[config.mk]
export PLATFORM = sky130hd
export DESIGN_NAME = mem_access
export DESIGN_NICKNAME = d
export VERILOG_FILES = /design/src/rtl/mem_access.sv
export SDC_FILE = /design/constraint.sdc
export NUM_CORES = 1
export LEC_CHECK = 0
export CORE_MARGIN = 2
export CORE_UTILIZATION = 45
export CTS_BUF_LIST = sky130_fd_sc_hd__clkbuf_4 sky130_fd_sc_hd__clkbuf_8
export DETAILED_ROUTE_END_ITERATION = 10
export PLACE_DENSITY_LB_ADDON = 0.3
export SLEW_MARGIN = 30
export SYNTH_ARGS = -nofsm -noshare
export SYNTH_HDL_FRONTEND = slang
export SYNTH_SLANG_ARGS = --single-unit
[constraint.sdc]
create_clock -name clk -period 4.9 [get_ports clk]
set_input_delay 0.98 -clock clk [delete_from_list [all_inputs] [get_ports clk]]
set_output_delay 0.98 -clock clk [all_outputs]
set_load 0.02 [all_outputs]
[src/rtl/mem_access.sv]
`default_nettype none
// ============================================================================
// Module      : mem_access
// Description : MEM-stage load/store unit. Accepts one load or store per
//               instruction from EX/MEM and drives the data-side sram-like bus.
//               It holds the pipeline stalled until the access completes, then
//               returns the load data aligned and extended for MEM/WB.
// Ports       :
//   clk, rst            pipeline clock, asynchronous active-high reset
//   op_valid            MEM-stage instruction is a load or store
//   op_wr               1 = store, 0 = load
//   op_size             0 = byte, 1 = half, 2 = word, 3 = illegal
//   op_signed           loads: sign-extend (1) or zero-extend (0)
//   op_addr             byte address
//   op_wdata            store data, right-justified
//   advance             MEM/WB captures this cycle; consumes a finished result
//   data_req/wr/size/addr/wdata   sram-like request side
//   data_rdata/addr_ok/data_ok    sram-like response side
//   rdata_o             extended load result, 0 for stores
//   stall_o             freeze PC..EX/MEM while an access is outstanding
//   addr_err_o          misaligned or illegal op; no bus request issued
// Revision    : 1.0  initial release
// ============================================================================
module mem_access #(
  parameter int ADDR_W = 32
) (
  input  logic              clk,
  input  logic              rst,
  input  logic              op_valid,
  input  logic              op_wr,
  input  logic [1:0]        op_size,
  input  logic              op_signed,
  input  logic [ADDR_W-1:0] op_addr,
  input  logic [31:0]       op_wdata,
  input  logic              advance,
  output logic              data_req,
  output logic              data_wr,
  output logic [1:0]        data_size,
  output logic [ADDR_W-1:0] data_addr,
  output logic [31:0]       data_wdata,
  input  logic [31:0]       data_rdata,
  input  logic              data_addr_ok,
  input  logic              data_data_ok,
  output logic [31:0]       rdata_o,
  output logic              stall_o,
  output logic              addr_err_o
);

  localparam logic [1:0] c_ST_IDLE = 2'd0;
  localparam logic [1:0] c_ST_REQ  = 2'd1;
  localparam logic [1:0] c_ST_WAIT = 2'd2;
  localparam logic [1:0] c_ST_DONE = 2'd3;

  localparam logic [1:0] c_SZ_BYTE = 2'd0;
  localparam logic [1:0] c_SZ_HALF = 2'd1;
  localparam logic [1:0] c_SZ_WORD = 2'd2;
  localparam logic [1:0] c_SZ_ILL  = 2'd3;

  logic [1:0]        state_q, state_d;

  // Captured op fields; the bus sees these so they stay stable for the whole
  // request phase even if the pipeline inputs wobble.
  logic              wr_q, wr_d;
  logic [1:0]        size_q, size_d;
  logic              signed_q, signed_d;
  logic [ADDR_W-1:0] addr_q, addr_d;
  logic [31:0]       wdata_q, wdata_d;
  logic [31:0]       rdata_q, rdata_d;

  logic              w_err;
  logic              w_accept;
  logic [31:0]       w_lanes;
  logic [7:0]        w_byte;
  logic [15:0]       w_half;
  logic [31:0]       w_load;

  // --------------------------------------------------------------------------
  // Alignment check on the incoming op
  // --------------------------------------------------------------------------
  always_comb begin
    w_err = 1'b0;
    if (op_valid) begin
      case (op_size)
        c_SZ_HALF: w_err = op_addr[0];
        c_SZ_WORD: w_err = (op_addr[1:0] != 2'b00);
        c_SZ_ILL:  w_err = 1'b1;
        default:   w_err = 1'b0;
      endcase
    end
  end

  assign w_accept = (state_q == c_ST_IDLE) && op_valid && !w_err;

  // --------------------------------------------------------------------------
  // Store lane replication: every byte lane carries the data so the slave can
  // pick the lane from the address without a shifter.
  // --------------------------------------------------------------------------
  always_comb begin
    w_lanes = op_wdata;
    case (op_size)
      c_SZ_BYTE: w_lanes = {4{op_wdata[7:0]}};
      c_SZ_HALF: w_lanes = {2{op_wdata[15:0]}};
      default:   w_lanes = op_wdata;
    endcase
  end

  // --------------------------------------------------------------------------
  // Load extraction and extension, using the captured low address bits
  // --------------------------------------------------------------------------
  always_comb begin
    w_byte = data_rdata[7:0];
    case (addr_q[1:0])
      2'd0:    w_byte = data_rdata[7:0];
      2'd1:    w_byte = data_rdata[15:8];
      2'd2:    w_byte = data_rdata[23:16];
      default: w_byte = data_rdata[31:24];
    endcase
    w_half = addr_q[1] ? data_rdata[31:16] : data_rdata[15:0];
    case (size_q)
      c_SZ_BYTE: w_load = {{24{signed_q & w_byte[7]}}, w_byte};
      c_SZ_HALF: w_load = {{16{signed_q & w_half[15]}}, w_half};
      default:   w_load = data_rdata;
    endcase
  end

  // --------------------------------------------------------------------------
  // FSM: state register
  // --------------------------------------------------------------------------
  always_ff @(posedge clk or posedge rst) begin
    if (rst) begin
      state_q <= c_ST_IDLE;
    end else begin
      state_q <= state_d;
    end
  end

  // --------------------------------------------------------------------------
  // FSM: next state
  // --------------------------------------------------------------------------
  always_comb begin
    state_d = state_q;
    case (state_q)
      c_ST_IDLE: if (w_accept)     state_d = c_ST_REQ;
      c_ST_REQ:  if (data_addr_ok) state_d = c_ST_WAIT;
      c_ST_WAIT: if (data_data_ok) state_d = c_ST_DONE;
      c_ST_DONE: if (advance)      state_d = c_ST_IDLE;
      default:                     state_d = c_ST_IDLE;
    endcase
  end

  // --------------------------------------------------------------------------
  // FSM: outputs
  // --------------------------------------------------------------------------
  always_comb begin
    data_req   = 1'b0;
    data_wr    = 1'b0;
    data_size  = 2'd0;
    data_addr  = '0;
    data_wdata = 32'd0;
    stall_o    = 1'b0;
    addr_err_o = 1'b0;
    case (state_q)
      c_ST_IDLE: begin
        // Combinational terms are masked by reset so every output reads 0
        // the moment reset is asserted, whatever the pipeline presents.
        stall_o    = op_valid && !w_err && !rst;
        addr_err_o = w_err && !rst;
      end
      c_ST_REQ: begin
        data_req   = 1'b1;
        data_wr    = wr_q;
        data_size  = size_q;
        data_addr  = addr_q;
        data_wdata = wdata_q;
        stall_o    = 1'b1;
      end
      c_ST_WAIT: begin
        stall_o    = 1'b1;
      end
      default: begin
        stall_o    = 1'b0;
      end
    endcase
  end

  assign rdata_o = rdata_q;

  // --------------------------------------------------------------------------
  // Datapath next-state
  // --------------------------------------------------------------------------
  always_comb begin
    wr_d     = wr_q;
    size_d   = size_q;
    signed_d = signed_q;
    addr_d   = addr_q;
    wdata_d  = wdata_q;
    rdata_d  = rdata_q;
    if (w_accept) begin
      wr_d     = op_wr;
      size_d   = op_size;
      signed_d = op_signed;
      addr_d   = op_addr;
      wdata_d  = w_lanes;
    end
    if ((state_q == c_ST_WAIT) && data_data_ok) begin
      rdata_d = wr_q ? 32'd0 : w_load;
    end else if ((state_q == c_ST_DONE) && advance) begin
      rdata_d = 32'd0;
    end
  end

  // --------------------------------------------------------------------------
  // Datapath registers
  // --------------------------------------------------------------------------
  always_ff @(posedge clk or posedge rst) begin
    if (rst) begin
      wr_q     <= 1'b0;
      size_q   <= 2'd0;
      signed_q <= 1'b0;
      addr_q   <= '0;
      wdata_q  <= 32'd0;
      rdata_q  <= 32'd0;
    end else begin
      wr_q     <= wr_d;
      size_q   <= size_d;
      signed_q <= signed_d;
      addr_q   <= addr_d;
      wdata_q  <= wdata_d;
      rdata_q  <= rdata_d;
    end
  end

endmodule
`default_nettype wire

==> impl_metrics.json, run 1 <==
{
  "status": "finished, final reports clean",
  "vias": 4365,
  "drtAntennaViolNets": 0,
  "holdPathEnd": "wdata_q[27]",
  "critPathArrivalTime_ns": 2.85,
  "cts_root_buf": "clkbuf_8",
  "die_area_mm2": 0.0122,
  "io_buffers": 207,
  "die_w_um": 111,
  "io_pins": 208,
  "initial_utilization_pct": 46.6,
  "hold-path-cell-count": 2,
  "worst-endpoint-required_ns": 3.92,
  "cts_tree": "done",
  "synth_cell_type_count": 34,
  "reg2reg_depth": 5,
  "cellPowerDensity_mw_per_mm2": 556,
  "drtPass1Iterations": 4,
  "skew_ns": 0.00868,
  "grt_pass1_vias": 4536,
  "hold_start": "wdata_q[27]",
  "fin_nets": 781,
  "period_needed_ns": 3.83,
  "wl_um": 14400,
  "hold_violations": 0,
  "rrSetupSlack_ns": 2.76,
  "tns_ns": 0,
  "synth-async-reset-ratio_pct": 100,
  "critical_path_class": "in -> out",
  "max_cap_viol_count": 0,
  "ys_ff_latch": 102,
  "yosysWarnings": 0,
  "ir_drop_v": 0.000318,
  "syn_nets": 588,
  "hold_ws_ns": 0.482,
  "fp.dieH_um": 111,
  "synth_top_cell_area_share_pct": 49.9,
  "worst-slew-pin-transition_ns": 0.664,
  "grt_pass1_wl_um": 23200,
  "overflow": 0,
  "multi_input_area_mm2": 0.00238,
  "nFillCells": 862,
  "final_cell_mix": "207 x clkdlybuf4s50_1, 102 x dfrtp_1, 68 x and2_1",
  "r2r-start": "state_q[0]",
  "cts_buffer_depth": 2,
  "cts-buffers-inserted": 9,
  "grt_use_total_pct": 23.3,
  "r2r-end": "rdata_o[20]",
  "cpPeakStageDelay_ns": 0.64,
  "wl_per_cell_um": 17.7,
  "fin_util_pct": 68.6,
  "drv_slew": 0,
  "relSlewSlack_pct": 55.7,
  "viasPerCell": 5.37,
  "crit_path_start": "op_size[0]",
  "syn2layout_area_growth_pct": 47.4,
  "setup_viol": 0,
  "hpwl_um": 10700,
  "drive_above_1_share_pct": 11.7,
  "cp_slowest_cell": "clkdlybuf4s50_1",
  "critical_path.max_fanout": 3,
  "crit_chain": "clkdlybuf4s50_1 > nor3_1 > or2_2 > a21oi_1 > nor2_1 > clkdlybuf4s50_1",
  "regArea_mm2": 0.00255,
  "power_leakage_uw": 0.00328,
  "core_mm2": 0.0110,
  "fmax_ghz": 0.261,
  "gp_congestion": 0.853,
  "synth_edf_count": 0,
  "synth_area_per_cell_um2": 10.7,
  "crit_top_cell": "clkdlybuf4s50_1",
  "synth_area_leaders": "dfrtp_1 50%, mux2_2 9.9%, and2_1 8.3%",
  "postCtsSetupRepairBufs": 0,
  "drtIter0Drc": 210,
  "cp-end-kind": "primary output",
  "synth_area_mm2": 0.00511,
  "cp-start-kind": "primary input",
  "ctsHoldBuffers": 0,
  "drc": 0,
  "cts-resized-gates": 0,
  "grt_max_degree": 74,
  "rsz0062_at_grt": "no",
  "clk_pin_slew_worst_paths_ns": 0.09,
  "cts.sinks": 102,
  "yosys.area.top_type": "dfrtp_1",
  "antenna_found_initial": 0,
  "layout_commonest_cell": "clkdlybuf4s50_1",
  "row_count": 38,
  "seq_area_frac_synth_pct": 49.9,
  "hold_path_class": "reg -> reg",
  "clock_latency_ns": 0.36,
  "htree_levels": 3,
  "syn_inst": 476,
  "fin_crit_sh_pct": 78.1,
  "synth_ff_type": "dfrtp_1",
  "n_antenna_cell": 0
}
## sequential cells by signal, indices dropped and copies added (netlist names)
register,flops
wr_q,1
signed_q,1
wdata_q,32
rdata_o,32
state_q,2
size_q,2
addr_q,32
## metal layers
layer | part of all wire, % | wire length, um | vias to the layer above | track usage (%)
met3 | 7.4 | 1060 | 27 | 6.81
met5 | 0 | 0 | - | 0
li1 | - | - | 2061 | -
met2 | 48 | 6920 | 164 | 38.9
met1 | 42 | 6000 | 2113 | 28.5
met4 | 2.8 | 404 | 0 | 9.17
## synth_stat cells (3+ instances only)
cell / n
a21oi_1: 10
a221o_1: 17
a221oi_1: 7
a22o_1: 7
and2_1: 68
buf_1: 3
buf_2: 10
clkbuf_1: 18
dfrtp_1: 102
ha_1: 6
inv_1: 14
mux2_2: 45
mux2i_1: 32
nand2_1: 51
nor2_1: 22
nor3_1: 3
o21ai_0: 26
o221ai_1: 8
o22ai_1: 9
## cell families (layout without fill, tap and decap cells)
logic type / count (synthesis) / in the layout / share of synthesized area (%)
buffers and inverters: 49 / 246 / 4.13
AND/OR/NAND/NOR: 151 / 151 / 14.9
AO/OA/AOI/OAI: 89 / 89 / 12.5
multiplexers: 79 / 79 / 17.0
adder cells (fa/ha/maj): 6 / 6 / 1.47
flip-flops: 102 / 102 / 49.9
## worst max path at each step
stage / slack [ns] / end / cells past startpoint
final: 1.07 / stall_o / 6
after global routing: 0.93 / stall_o / 6
after CTS: 1.06 / stall_o / 6
after detailed placement: 1.06 / stall_o / 6
after global placement: 1.11 / stall_o / 6
after floorplan: 1.24 / addr_q[0] / 1
## layout make-up
class	count	area share (%)
inverters	16	0.863
clock inverters	3	0.896
flip-flops and latches	102	33.9
clock buffers	12	2.11
well taps	140	2.32
repair buffers	215	28.3
multi-input cells	325	31.6
## metrics by stage
step	area, um2	power [uW]	setup slack (ns)	std cells
after global routing	7540	4440	0.927	813
after floorplan	5110	2660	1.24	476
after detailed placement	7310	3610	1.06	798
final	7540	4190	1.07	813
after CTS	7530	4220	1.06	813
after global placement	7280	3510	1.11	797
## critical path, delay by kind of cell
| kind | cells | cell delay [ns] |
|---|---|---|
| buffers and inverters | 2 | 1.09 |
| AO/OA/AOI/OAI | 1 | 0.06 |
| AND/OR/NAND/NOR | 3 | 0.72 |
## report_power, final
group / leakage, uW / switching (uW) / internal [uW]
Clock: 0.000112 / 288 / 319
Combinational: 0.00189 / 1070 / 1060
Sequential: 0.00128 / 228 / 1220
Total: 0.00328 / 1590 / 2600
Power figures use the tool's default switching activity.
==> run 2, diff against run 1 <==
Settings changed: CORE_UTILIZATION 45 to 40.
Clock period 4.9 ns to 3.2 ns, I/O delays scaled along.
==> run 2 against run 1 <==
Compared with the run above:
- register-to-register slack worse by 1.6 ns
- global-route usage down 2.3 points
- largest power group unchanged
- sequential power up 53%
- count of clock-buffer cells in the layout up 1
- die area up 12%
- worst hold slack worse by 0.0028 ns
- sequential share of layout area down 0.17 points
==> impl_metrics.json, run 2 (synthesis gave the netlist of run 1 again) <==
{
  "status": "finished, final reports clean",
  "drive_above_1_share_pct": 12.1,
  "multi_input_area_mm2": 0.00237,
  "wl_per_cell_um": 16.9,
  "worst-endpoint-required_ns": 2.56,
  "fin_crit_sh_pct": 94.2,
  "critPathArrivalTime_ns": 2.37,
  "hold_violations": 0,
  "vias": 4361,
  "cts_root_buf": "clkbuf_8",
  "cts_tree": "done",
  "worst-slew-pin-transition_ns": 0.624,
  "overflow": 0,
  "cts-resized-gates": 0,
  "hpwl_um": 10600,
  "hold_start": "wdata_q[10]",
  "power_frac_comb_pct": 52.4,
  "fmax_ghz": 0.332,
  "holdPathEnd": "wdata_q[10]",
  "die_area_mm2": 0.0137,
  "clock_latency_ns": 0.37,
  "setup_viol": 0,
  "cts.sinks": 102,
  "drc": 0,
  "ir_drop_v": 0.000366,
  "antenna_found_initial": 0,
  "cp-start-kind": "primary input",
  "max_cap_viol_count": 0,
  "dpl.cell_count": 835,
  "intPower_uw": 3830,
  "viasPerCell": 5.14,
  "grt_pass1_wl_um": 22000,
  "clk_pin_slew_worst_paths_ns": 0.09,
  "crit_path_start": "op_size[0]",
  "power_leakage_uw": 0.00329,
  "cts-buffers-inserted": 9,
  "fin_nets": 786,
  "critical_path.max_fanout": 3,
  "core_mm2": 0.0126,
  "die_w_um": 117,
  "final_cell_mix": "207 x clkdlybuf4s50_1, 102 x dfrtp_1, 68 x and2_1",
  "reg2reg_depth": 5,
  "gp_congestion": 0.899,
  "p_clk_share_pct": 12.0,
  "rsz0062_at_grt": "no",
  "layout_commonest_cell": "clkdlybuf4s50_1",
  "grt_pass1_vias": 4329,
  "drtIter0Drc": 228,
  "tns_ns": 0,
  "cp-end-kind": "primary output",
  "fp.dieH_um": 117,
  "grt_max_degree": 83,
  "drv_slew": 0,
  "drtAntennaViolNets": 0,
  "layoutNonFillerInstCount": 849,
  "regArea_mm2": 0.00255,
  "relSlewSlack_pct": 58.3,
  "skew_ns": 0.00795,
  "p_sw_share_pct": 38.6,
  "postCtsSetupRepairBufs": 0,
  "wl_um": 14300,
  "r2r-end": "rdata_o[9]",
  "grt_use_total_pct": 21.0,
  "ctsHoldBuffers": 0,
  "rrSetupSlack_ns": 1.18,
  "syn2layout_area_growth_pct": 48.1,
  "hold_path_class": "reg -> reg",
  "drtPass1Iterations": 4,
  "hold-path-cell-count": 2,
  "io_buffers": 207,
  "initial_utilization_pct": 40.7,
  "critical_path_class": "in -> out",
  "cellPowerDensity_mw_per_mm2": 823,
  "n_antenna_cell": 0,
  "row_count": 41,
  "cts_buffer_depth": 2,
  "p_total_uw": 6230,
  "htree_levels": 3,
  "io_pins": 208,
  "r2r-start": "addr_q[1]",
  "p_seq_share_pct": 35.7,
  "p_sw_uw": 2400,
  "period_needed_ns": 3.01,
  "nFillCells": 1053
}
## run 2: cell count changes in the layout (fill, tap and decap cells not counted)
| cell | delta |
|---|---|
| buf_12 | +3 |
| buf_4 | +3 |
| bufinv_16 | -2 |
| clkbuf_4 | +2 |
| buf_6 | -1 |
| clkbuf_8 | -1 |
| clkinvlp_4 | +1 |
| ha_2 | +1 |
| ha_4 | -1 |
| inv_6 | -1 |
| nor2_1 | +1 |
| nor2_2 | -1 |
## run 2: final cells by class
| class | count | area share (%) |
|---|---|---|
| inverters | 16 | 0.842 |
| repair buffers | 220 | 29.1 |
| multi-input cells | 325 | 31.3 |
| clock buffers | 13 | 2.11 |
| flip-flops and latches | 102 | 33.7 |
| clock inverters | 1 | 0.0991 |
| well taps | 172 | 2.84 |
## run 2: critical path: stages
cell             delay, ns
clkdlybuf4s50_1       0.50
a21oi_1               0.09
or2_2                 0.33
nor3_1                0.18
clkdlybuf4s50_1       0.64
## run 2: power by group through the flow
| stage | clock, uW | sequential (uW) | combinational (uW) |
|---|---|---|---|
| 6_report | 746 | 2220 | 3270 |
| 5_1_grt | 832 | 2300 | 3530 |
| 4_1_cts | 781 | 2220 | 3300 |
| 3_5_place_dp | 0 | 2250 | 3280 |
| 3_3_place_gp | 0 | 2210 | 3230 |
| 2_1_floorplan | 0 | 2310 | 1770 |
## run 2: worst max path at each step
stage | endpoint | slack, ns | cells after the start
2_1_floorplan | addr_err_o | 0.89 | 4
3_3_place_gp | addr_err_o | 0.17 | 5
3_5_place_dp | addr_err_o | 0.17 | 5
4_1_cts | addr_err_o | 0.16 | 5
5_1_grt | addr_err_o | 0.08 | 5
6_report | addr_err_o | 0.19 | 5
## run 2: through the flow
| stage | hold slack (ns) | area (um2) | util (%) | setup WS, ns |
|---|---|---|---|---|
| global placement | 0.453 | 7410 | 58.9 | 0.175 |
| CTS | 0.480 | 7580 | 60.3 | 0.164 |
| global route | 0.504 | 7580 | 60.3 | 0.0842 |
| finish | 0.479 | 7580 | 60.3 | 0.187 |
| detailed placement | 0.460 | 7410 | 58.9 | 0.168 |
| floorplan | 0.442 | 5120 | - | 0.893 |
## run 2: routing by layer
metal	GRT usage [%]	up-vias	routed length (um)
li1	-	2069	-
met1	26.4	2090	5920
met2	33.6	179	6830
met3	6.64	23	1220
met4	8.71	0	370
met5	0	-	0
==> run 3, diff against run 2 <==
Settings changed: CORE_MARGIN 2 to default, SLEW_MARGIN 30 to 20.
==> run 3 against run 2 <==
Compared with the run above:
- worst hold slack worse by 0.0016 ns
- combinational power hardly changed
- global-route usage up 1.7 points
- register-to-register slack improved by 0.10 ns
- clock skew decreased by 0.00069 ns
- core utilization grew 2.1 points
- power increased by 4.1%
- via count increased by 1.7%
- sequential share of layout area is 0.33 points lower
- highest routed layer unchanged
- non-clock buffer count rose by 1
- critical endpoint unchanged
- sequential cell count did not move
==> impl_metrics.json, run 3 (synthesis gave the netlist of run 1 again) <==
{
  "status": "finished, final reports clean",
  "ctsHoldBuffers": 0,
  "drive_above_1_share_pct": 12.4,
  "hold_violations": 0,
  "max_cap_viol_count": 0,
  "fin_crit_sh_pct": 97.0,
  "io_buffers": 207,
  "grt_pass1_vias": 4506,
  "clock_latency_ns": 0.37,
  "clk_pin_slew_worst_paths_ns": 0.09,
  "core_mm2": 0.0123,
  "overflow": 0,
  "syn2layout_area_growth_pct": 49.6,
  "grt_use_total_pct": 22.7,
  "critical_path_class": "in -> out",
  "io_pins": 208,
  "power_leakage_uw": 0.00333,
  "worst-endpoint-required_ns": 2.56,
  "drtIter0Drc": 257,
  "hold_ws_ns": 0.477,
  "p_sw_share_pct": 37.5,
  "postCtsSetupRepairBufs": 0,
  "viasPerCell": 5.24,
  "fp.dieH_um": 115,
  "die_area_mm2": 0.0132,
  "hpwl_um": 10700,
  "nFillCells": 1022,
  "cts-buffers-inserted": 9,
  "skew_ns": 0.00725,
  "multi_input_area_mm2": 0.00237,
  "regArea_mm2": 0.00255,
  "cp-start-kind": "primary input",
  "cts.sinks": 102,
  "cts_root_buf": "clkbuf_8",
  "drv_slew": 0,
  "setup_viol": 0,
  "crit_path_start": "op_addr[1]",
  "drc": 0,
  "relSlewSlack_pct": 61.9,
  "r2r-start": "addr_q[1]",
  "cellPowerDensity_mw_per_mm2": 848,
  "fmax_ghz": 0.322,
  "reg2reg_depth": 4,
  "critical_path.max_fanout": 2,
  "gp_congestion": 0.844,
  "wl_um": 14500,
  "intPower_uw": 4050,
  "rsz0062_at_grt": "no",
  "period_needed_ns": 3.11,
  "fin_nets": 787,
  "vias": 4437,
  "drtAntennaViolNets": 0,
  "cts_tree": "done",
  "antenna_found_initial": 0,
  "wl_per_cell_um": 17.1,
  "drtPass1Iterations": 5,
  "rrSetupSlack_ns": 1.28,
  "cts-resized-gates": 0,
  "grt_pass1_wl_um": 23000,
  "grt_max_degree": 70,
  "final_cell_mix": "207 x clkdlybuf4s50_1, 102 x dfrtp_1, 68 x and2_1",
  "p_sw_uw": 2430,
  "row_count": 40,
  "r2r-end": "rdata_o[14]",
  "crit_end": "addr_err_o",
  "critPathArrivalTime_ns": 2.47,
  "die_w_um": 115,
  "hold_path_class": "reg -> reg",
  "ir_drop_v": 0.000461,
  "n_antenna_cell": 0,
  "power_frac_comb_pct": 50.3,
  "htree_levels": 3,
  "p_seq_share_pct": 34.5,
  "p_clk_share_pct": 15.2,
  "layout_commonest_cell": "clkdlybuf4s50_1",
  "worst-slew-pin-transition_ns": 0.570,
  "tns_ns": 0,
  "cp-end-kind": "primary output",
  "cts_buffer_depth": 2,
  "initial_utilization_pct": 41.7
}
[run 3: cell types whose count changed in the layout (fill, tap and decap cells not counted)]
cell        delta
buf_4          +1
bufinv_16      +3
clkbuf_4       -2
clkinv_2       +1
clkinvlp_4     -1
[run 3: worst min path at each step]
stage,from,end,cells past startpoint
finish,rdata_o[11],rdata_o[11],2
global route,rdata_o[11],rdata_o[11],2
CTS,rdata_o[11],rdata_o[11],2
detailed placement,rdata_o[11],rdata_o[11],2
global placement,wdata_q[14],wdata_q[14],2
floorplan,wdata_q[10],wdata_q[10],2
[run 3: layout make-up]
cell class,count,share of cell area (%)
multi-input cells,325,31.0
clock buffers,11,1.90
flip-flops and latches,102,33.4
clock inverters,4,1.24
inverters,16,0.834
repair buffers,221,28.9
well taps,168,2.75
[run 3: through the flow]
stage / cells / utilization [%] / power [uW] / setup slack, ns / cell area [um2]
floorplan: 476 / - / 4080 / 0.893 / 5120
global placement: 832 / 60.4 / 5450 / 0.135 / 7410
detailed placement: 832 / 60.4 / 5540 / 0.101 / 7410
CTS: 847 / 62.4 / 6540 / 0.0771 / 7650
global route: 847 / 62.4 / 6910 / 0.0485 / 7650
finish: 847 / 62.4 / 6490 / 0.0950 / 7650
[run 3: per-layer routing]
layer | track usage (%) | wire length, um
met4 | 8.57 | 272
met5 | 0 | 0
met1 | 29.0 | 6150
met2 | 36.3 | 6860
met3 | 6.64 | 1240
[run 3: worst max-delay path, stage by stage]
cell	delay [ns]
clkdlybuf4s50_1	0.56
nor3_1	0.09
or2_2	0.30
nor3_1	0.22
clkdlybuf4s50_1	0.65
[run 3: power groups by stage]
stage | registers, uW | logic (uW) | clock network, uW
finish | 2240 | 3270 | 984
global route | 2320 | 3530 | 1060
CTS | 2240 | 3290 | 1010
detailed placement | 2260 | 3270 | 0
global placement | 2230 | 3230 | 0
floorplan | 2310 | 1770 | 0
